`src/rtl/rc4_encryptor.sv`:
```
// RC4 stream encryptor: INIT/KSA/PRGA over an external 256x8 S RAM, byte-wise XOR with ready/valid.
// Define RC4_ENC_KEY_MASK_EN to clear the top two key bits (22-bit effective key space).
module rc4_encryptor #(
  parameter int KEY_BYTES = 3
) (
  input  logic                   clk,
  input  logic                   reset,
  input  logic                   start,
  input  logic [8*KEY_BYTES-1:0] secret_key,
  input  logic [5:0]             msg_len,
  input  logic [7:0]             pt_data,
  input  logic                   pt_valid,
  output logic                   pt_ready,
  output logic [7:0]             ct_data,
  output logic                   ct_valid,
  input  logic                   ct_ready,
  output logic [7:0]             s_address,
  output logic [7:0]             s_data,
  output logic                   s_wren,
  input  logic [7:0]             s_q,
  output logic                   busy,
  output logic                   done
);
  localparam int KEYW = 8 * KEY_BYTES;
  localparam int KW   = (KEY_BYTES > 1) ? $clog2(KEY_BYTES) : 1;

  typedef enum logic [2:0] {ST_IDLE, ST_INIT, ST_KSA, ST_PRGA, ST_XOR, ST_DRAIN} state_t;

  state_t          state_q, state_d;
  logic [7:0]      i_q, i_d, j_q, j_d, si_q, si_d, sj_q, sj_d, k_q, k_d;
  logic [2:0]      ph_q, ph_d;
  logic [KW-1:0]   kidx_q, kidx_d;
  logic [KEYW-1:0] key_q, key_d, key_eff;
  logic [5:0]      len_q, len_d, cnt_q, cnt_d;
  logic [7:0]      ct_data_q, ct_data_d;
  logic            ct_valid_q, ct_valid_d, done_q, done_d;
  logic [7:0]      kbyte;

`ifdef RC4_ENC_KEY_MASK_EN
  assign key_eff = secret_key & ~(KEYW'(3) << (KEYW - 2));
`else
  assign key_eff = secret_key;
`endif

  // key byte 0 sits in the most significant byte
  assign kbyte    = 8'(key_q >> (8 * (KEY_BYTES - 1 - int'(kidx_q))));
  assign ct_data  = ct_data_q;
  assign ct_valid = ct_valid_q;
  assign done     = done_q;
  assign busy     = (state_q != ST_IDLE) || done_q;

  always_comb begin
    state_d    = state_q;
    i_d        = i_q;
    j_d        = j_q;
    si_d       = si_q;
    sj_d       = sj_q;
    k_d        = k_q;
    ph_d       = ph_q;
    kidx_d     = kidx_q;
    key_d      = key_q;
    len_d      = len_q;
    cnt_d      = cnt_q;
    ct_data_d  = ct_data_q;
    ct_valid_d = ct_valid_q;
    done_d     = 1'b0;
    s_address  = 8'd0;
    s_data     = 8'd0;
    s_wren     = 1'b0;
    pt_ready   = 1'b0;

    if (ct_valid_q && ct_ready) ct_valid_d = 1'b0;

    case (state_q)
      ST_IDLE: begin
        if (start && !done_q) begin
          state_d = ST_INIT;
          key_d   = key_eff;
          len_d   = msg_len;
          i_d     = 8'd0;
          j_d     = 8'd0;
          cnt_d   = 6'd0;
          ph_d    = 3'd0;
          kidx_d  = '0;
        end
      end
      ST_INIT: begin
        s_address = i_q;
        s_data    = i_q;
        s_wren    = 1'b1;
        i_d       = i_q + 8'd1;
        if (i_q == 8'd255) state_d = ST_KSA;
      end
      ST_KSA: begin
        ph_d = (ph_q == 3'd5) ? 3'd0 : ph_q + 3'd1;
        case (ph_q)
          3'd0: s_address = i_q;
          3'd1: begin
            si_d = s_q;
            j_d  = j_q + s_q + kbyte;
          end
          3'd2: s_address = j_q;
          3'd3: sj_d = s_q;
          3'd4: begin
            s_address = i_q;
            s_data    = sj_q;
            s_wren    = 1'b1;
          end
          default: begin
            s_address = j_q;
            s_data    = si_q;
            s_wren    = 1'b1;
            i_d       = i_q + 8'd1;
            kidx_d    = (kidx_q == KW'(KEY_BYTES - 1)) ? '0 : kidx_q + KW'(1);
            if (i_q == 8'd255) begin
              j_d = 8'd0;
              if (len_q == 6'd0) begin
                state_d = ST_IDLE;
                done_d  = 1'b1;
              end else begin
                state_d = ST_PRGA;
              end
            end
          end
        endcase
      end
      ST_PRGA: begin
        // S[i]=S[j] is written in the cycle S[j] arrives, saving one cycle per byte
        ph_d = ph_q + 3'd1;
        case (ph_q)
          3'd0: begin
            s_address = i_q + 8'd1;
            i_d       = i_q + 8'd1;
          end
          3'd1: begin
            si_d = s_q;
            j_d  = j_q + s_q;
          end
          3'd2: s_address = j_q;
          3'd3: begin
            sj_d      = s_q;
            s_address = i_q;
            s_data    = s_q;
            s_wren    = 1'b1;
          end
          3'd4: begin
            s_address = j_q;
            s_data    = si_q;
            s_wren    = 1'b1;
          end
          3'd5: s_address = si_q + sj_q;
          default: begin
            k_d     = s_q;
            ph_d    = 3'd0;
            state_d = ST_XOR;
          end
        endcase
      end
      ST_XOR: begin
        pt_ready = !ct_valid_q || ct_ready;
        if (pt_valid && pt_ready) begin
          ct_data_d  = pt_data ^ k_q;
          ct_valid_d = 1'b1;
          cnt_d      = cnt_q + 6'd1;
          state_d    = (cnt_q + 6'd1 == len_q) ? ST_DRAIN : ST_PRGA;
        end
      end
      ST_DRAIN: begin
        if (!ct_valid_q) begin
          state_d = ST_IDLE;
          done_d  = 1'b1;
        end
      end
      default: state_d = ST_IDLE;
    endcase
  end

  always_ff @(posedge clk or posedge reset) begin
    if (reset) begin
      state_q    <= ST_IDLE;
      i_q        <= 8'd0;
      j_q        <= 8'd0;
      si_q       <= 8'd0;
      sj_q       <= 8'd0;
      k_q        <= 8'd0;
      ph_q       <= 3'd0;
      kidx_q     <= '0;
      key_q      <= '0;
      len_q      <= 6'd0;
      cnt_q      <= 6'd0;
      ct_data_q  <= 8'd0;
      ct_valid_q <= 1'b0;
      done_q     <= 1'b0;
    end else begin
      state_q    <= state_d;
      i_q        <= i_d;
      j_q        <= j_d;
      si_q       <= si_d;
      sj_q       <= sj_d;
      k_q        <= k_d;
      ph_q       <= ph_d;
      kidx_q     <= kidx_d;
      key_q      <= key_d;
      len_q      <= len_d;
      cnt_q      <= cnt_d;
      ct_data_q  <= ct_data_d;
      ct_valid_q <= ct_valid_d;
      done_q     <= done_d;
    end
  end
endmodule

```
`config.mk`:
```
export PLATFORM = sky130hd
export DESIGN_NAME = rc4_encryptor
export DESIGN_NICKNAME = d
export VERILOG_FILES = /design/src/rtl/rc4_encryptor.sv
export SDC_FILE = /design/constraint.sdc
export NUM_CORES = 1
export LEC_CHECK = 0
export ABC_CLOCK_PERIOD_IN_PS = 4500
export CAP_MARGIN = 20
export CORE_MARGIN = 10
export CORE_UTILIZATION = 56
export CTS_CLUSTER_DIAMETER = 60
export CTS_CLUSTER_SIZE = 14
export DETAILED_ROUTE_END_ITERATION = 6
export MAX_ROUTING_LAYER = met4
export PLACE_DENSITY = 0.81
export SLEW_MARGIN = 15
export SYNTH_ARGS = -nofsm -noshare
export SYNTH_HDL_FRONTEND = slang
export SYNTH_SLANG_ARGS = --single-unit
```
`constraint.sdc`:
```
create_clock -name clk -period 4.5 [get_ports clk]
set_clock_uncertainty 0.15 [all_clocks]
set_input_delay 0.9 -clock clk [delete_from_list [all_inputs] [get_ports clk]]
set_output_delay 0.9 -clock clk [all_outputs]
set_load 0.01 [all_outputs]
```
==> results.yml <==
status:
  status: "finished, final reports clean"
detailed_routing:
  drtPass1Iterations: 5
  wire_per_inst_um: 18.7
  drc: 0
  ant_nets: 0
  first_iter_violations: 391
  wl_mm: 16.0
  vias: 5201
  via_per_inst: 6.10
die:
  start_util_pct: 58.0
  num_rows: 37
  die-area_sq_um: 15300
  die_x_um: 124
  core_area_sq_um: 10400
  io_pins: 80
  die_h_um: 124
timing:
  fin_crit_sh_pct: 95.5
  max_freq_mhz: 233
  worst_pin_slew_ns: 0.817
  grt_setup_unrepaired: "false"
  layout_min_cycle_time_ns: 4.30
  max_slew_margin_pct: 45.4
  timing.setup.tns_ns: 0
  setup_violations: 0
  slew_violations: 0
  hold_viol_final: 0
logic_synthesis:
  ys_seq_area_share_pct: 39.0
  synth_edf_count: 0
  synth_area_leaders: "dfrtp_1 39%, mux2_2 8.6%, ha_1 6.4%"
  syn_nets: 728
  ys.flop_type: "dfrtp_1"
  ys_async_sr_fraction_pct: 100
  ys_seq_elements: 94
  synth_cells: 643
  synth.distinct_cells: 55
  synth_top_cell_by_area: "dfrtp_1"
  synth_area_sq_um: 6040
  syn_avg_cell_area_sq_um: 9.39
  synth_top_area_share_pct: 39.0
  yosys_warnings: 0
global_route:
  grt_pass1_wl_mm: 26.4
  use_met2_pct: 35.0
  grt_max_degree: 39
  grt.overflow.total: 0
  grt_pass1_vias: 5346
  grtUsageTotal_pct: 21.9
  grt_busiest_layer: "met2"
  antenna_found_initial: 0
  grtUsageMet1_pct: 27.7
  use_met3_pct: 3.57
layout:
  diodes: 0
  final_layout_size_suffix_gt1_share_pct: 12.3
  multi_input_area_sq_um: 3460
  synthToLayoutAreaGrowth_pct: 18.3
  mostFrequentLayoutCells: "94 x dfrtp_1, 79 x clkdlybuf4s50_1, 76 x nand2_1"
  stdcell_count: 852
  final_common_cell: "dfrtp_1"
  fillCellCount: 839
  nNetsFinal: 796
  seqCellArea_sq_um: 2350
  stdcell_area_sq_um: 7140
power:
  powerDensity_nw_per_um2: 291
  seqPwrFrac_pct: 45.9
  switching_share_pct: 31.8
  p_comb_share_pct: 26.4
  intPower_uw: 1420
  leakage_uw: 0.00324
  p_total_uw: 2080
  switchingPower_uw: 662
  clkPwrFrac_pct: 27.7
  ir_drop_uv: 222
clock_network:
  cts_setup_buffers: 0
  clk_latency_ns: 0.37
  root_buffer: "clkbuf_8"
  clock_path_buffers: 2
  clk_pin_slew_ns: 0.09
  postCtsHoldBufs: 0
  cts_sinks: 94
  cts_tree: "yes"
  h-tree-depth: 3
  cts_made_buffers: 9
place:
  place_congestion: 0.973
  dpl.hpwl_mm: 12.2
  placedCellCount: 836
  portBuffers: 79
  dpl-instance-area_sq_um: 6940
critical_path:
  arrival_ns: 3.25
  crit_family: "simple AND/OR/NAND/NOR gates"
  end_kind: "output port"
  path_max_fanout: 18
  crit_chain: "inv_1, ha_1, and2_2, a21o_1, nor4_1, nor2_1, a222oi_1, o31ai_1, clkdlybuf4s50_1"
  critPathRequiredTime_ns: 3.45
  slowest_stage: "clkdlybuf4s50_1"
  start_kind: "flip-flop"
  critPathMaxStageDelay_ns: 0.50
  path_class: "reg2out"
  worst-path-buf-inv: 2
run:
  drv_cap: 0
min_path:
  min_path_type: "reg2reg"
## cell type report
class	count	share of cell area [%]
multi-input combinational	494	48.5
sequential	94	32.9
timing repair buffer	90	12.2
tap	136	2.38
clock buffer	11	1.98
inverter	22	1.17
clock inverter	5	0.806
## final timing paths
path	startpoint	depth (start not counted)	slack, ns	endpoint
min in group asynchronous	reset	2	0.66	key_q[21]
worst min-delay path	ct_data[6]	2	0.34	ct_data[6]
worst max-delay path	ph_q[0]	9	0.20	s_address[6]
max in group asynchronous	reset	3	2.74	key_q[12]
worst min register to register	ct_data[6]	2	0.34	ct_data[6]
worst max register to register	kidx_q[0]	16	0.77	j_q[6]
## cells in the mapped netlist (all sizes together), types with 12 or more instances
cell,n
nor2,48
ha,31
nand3,13
mux2,46
and3,12
dfrtp,94
o21ai,50
nand2,77
a21oi,30
inv,22
nor3,16
a22oi,28
clkbuf,23
xnor2,29
## what timing repair did
item | in CTS | in global routing
endpoints found under the setup margin | 0 | 6
gates resized for setup | 0 | 1
hold endpoints to repair | 0 | 0
## worst register-to-register path, cell delays in order, from the launching register on
cell,delay [ns]
dfrtp_1,0.33
buf_4,0.19
inv_1,0.07
ha_1,0.58
and2_1,0.36
a21oi_1,0.11
nor2_1,0.18
ha_1,0.23
inv_1,0.07
fa_1,0.38
nor2b_1,0.18
o21a_1,0.13
nor2_1,0.06
o21bai_1,0.16
a21oi_1,0.11
xor2_1,0.15
o31ai_1,0.21
## cell families (layout without fill, tap and decap cells)
kind of cell | after synthesis | count (layout) | share of synthesized area (%)
xor gates and xnor gates | 40 | 40 | 5.80
DFF | 94 | 94 | 39.0
and+or+nand+nor | 197 | 197 | 15.4
buffers and inverters | 55 | 128 | 3.71
AOI/OAI and AO/OA | 167 | 167 | 18.4
muxes | 56 | 56 | 10.2
adders and majority gates | 34 | 34 | 7.42
## sequential cells by signal, summed over array words and instances, names as in the netlist
register	cells
si_q	8
state_q	3
cnt_q	6
done	1
key_q	24
ph_q	3
j_q	8
kidx_q	2
len_q	6
i_q	8
sj_q	8
ct_valid	1
k_q	8
ct_data	8
## routing by layer
metal | part of all wire, % | wire length [um] | up-vias
met2 | 49 | 7780 | 190
met5 | 0 | 0 | -
li1 | - | - | 2453
met1 | 44 | 7030 | 2524
met3 | 4.8 | 774 | 34
met4 | 2.4 | 383 | 0
## power by group through the flow
stage	clock (uW)	combinational, uW	sequential [uW]
floorplan	0	402	937
global placement	0	512	966
detailed placement	0	543	967
CTS	581	548	950
global route	627	617	959
finish	577	550	954
## metrics by stage
step | worst slack [ns] | hold WS [ns] | util (%)
2_1_floorplan | 0.763 | 0.317 | -
6_report | 0.201 | 0.337 | 68.6
4_1_cts | 0.165 | 0.341 | 68.5
5_1_grt | 0.0291 | 0.370 | 68.6
3_3_place_gp | 0.147 | 0.316 | 66.6
3_5_place_dp | 0.0284 | 0.321 | 66.6
Power figures use the tool's default switching activity.
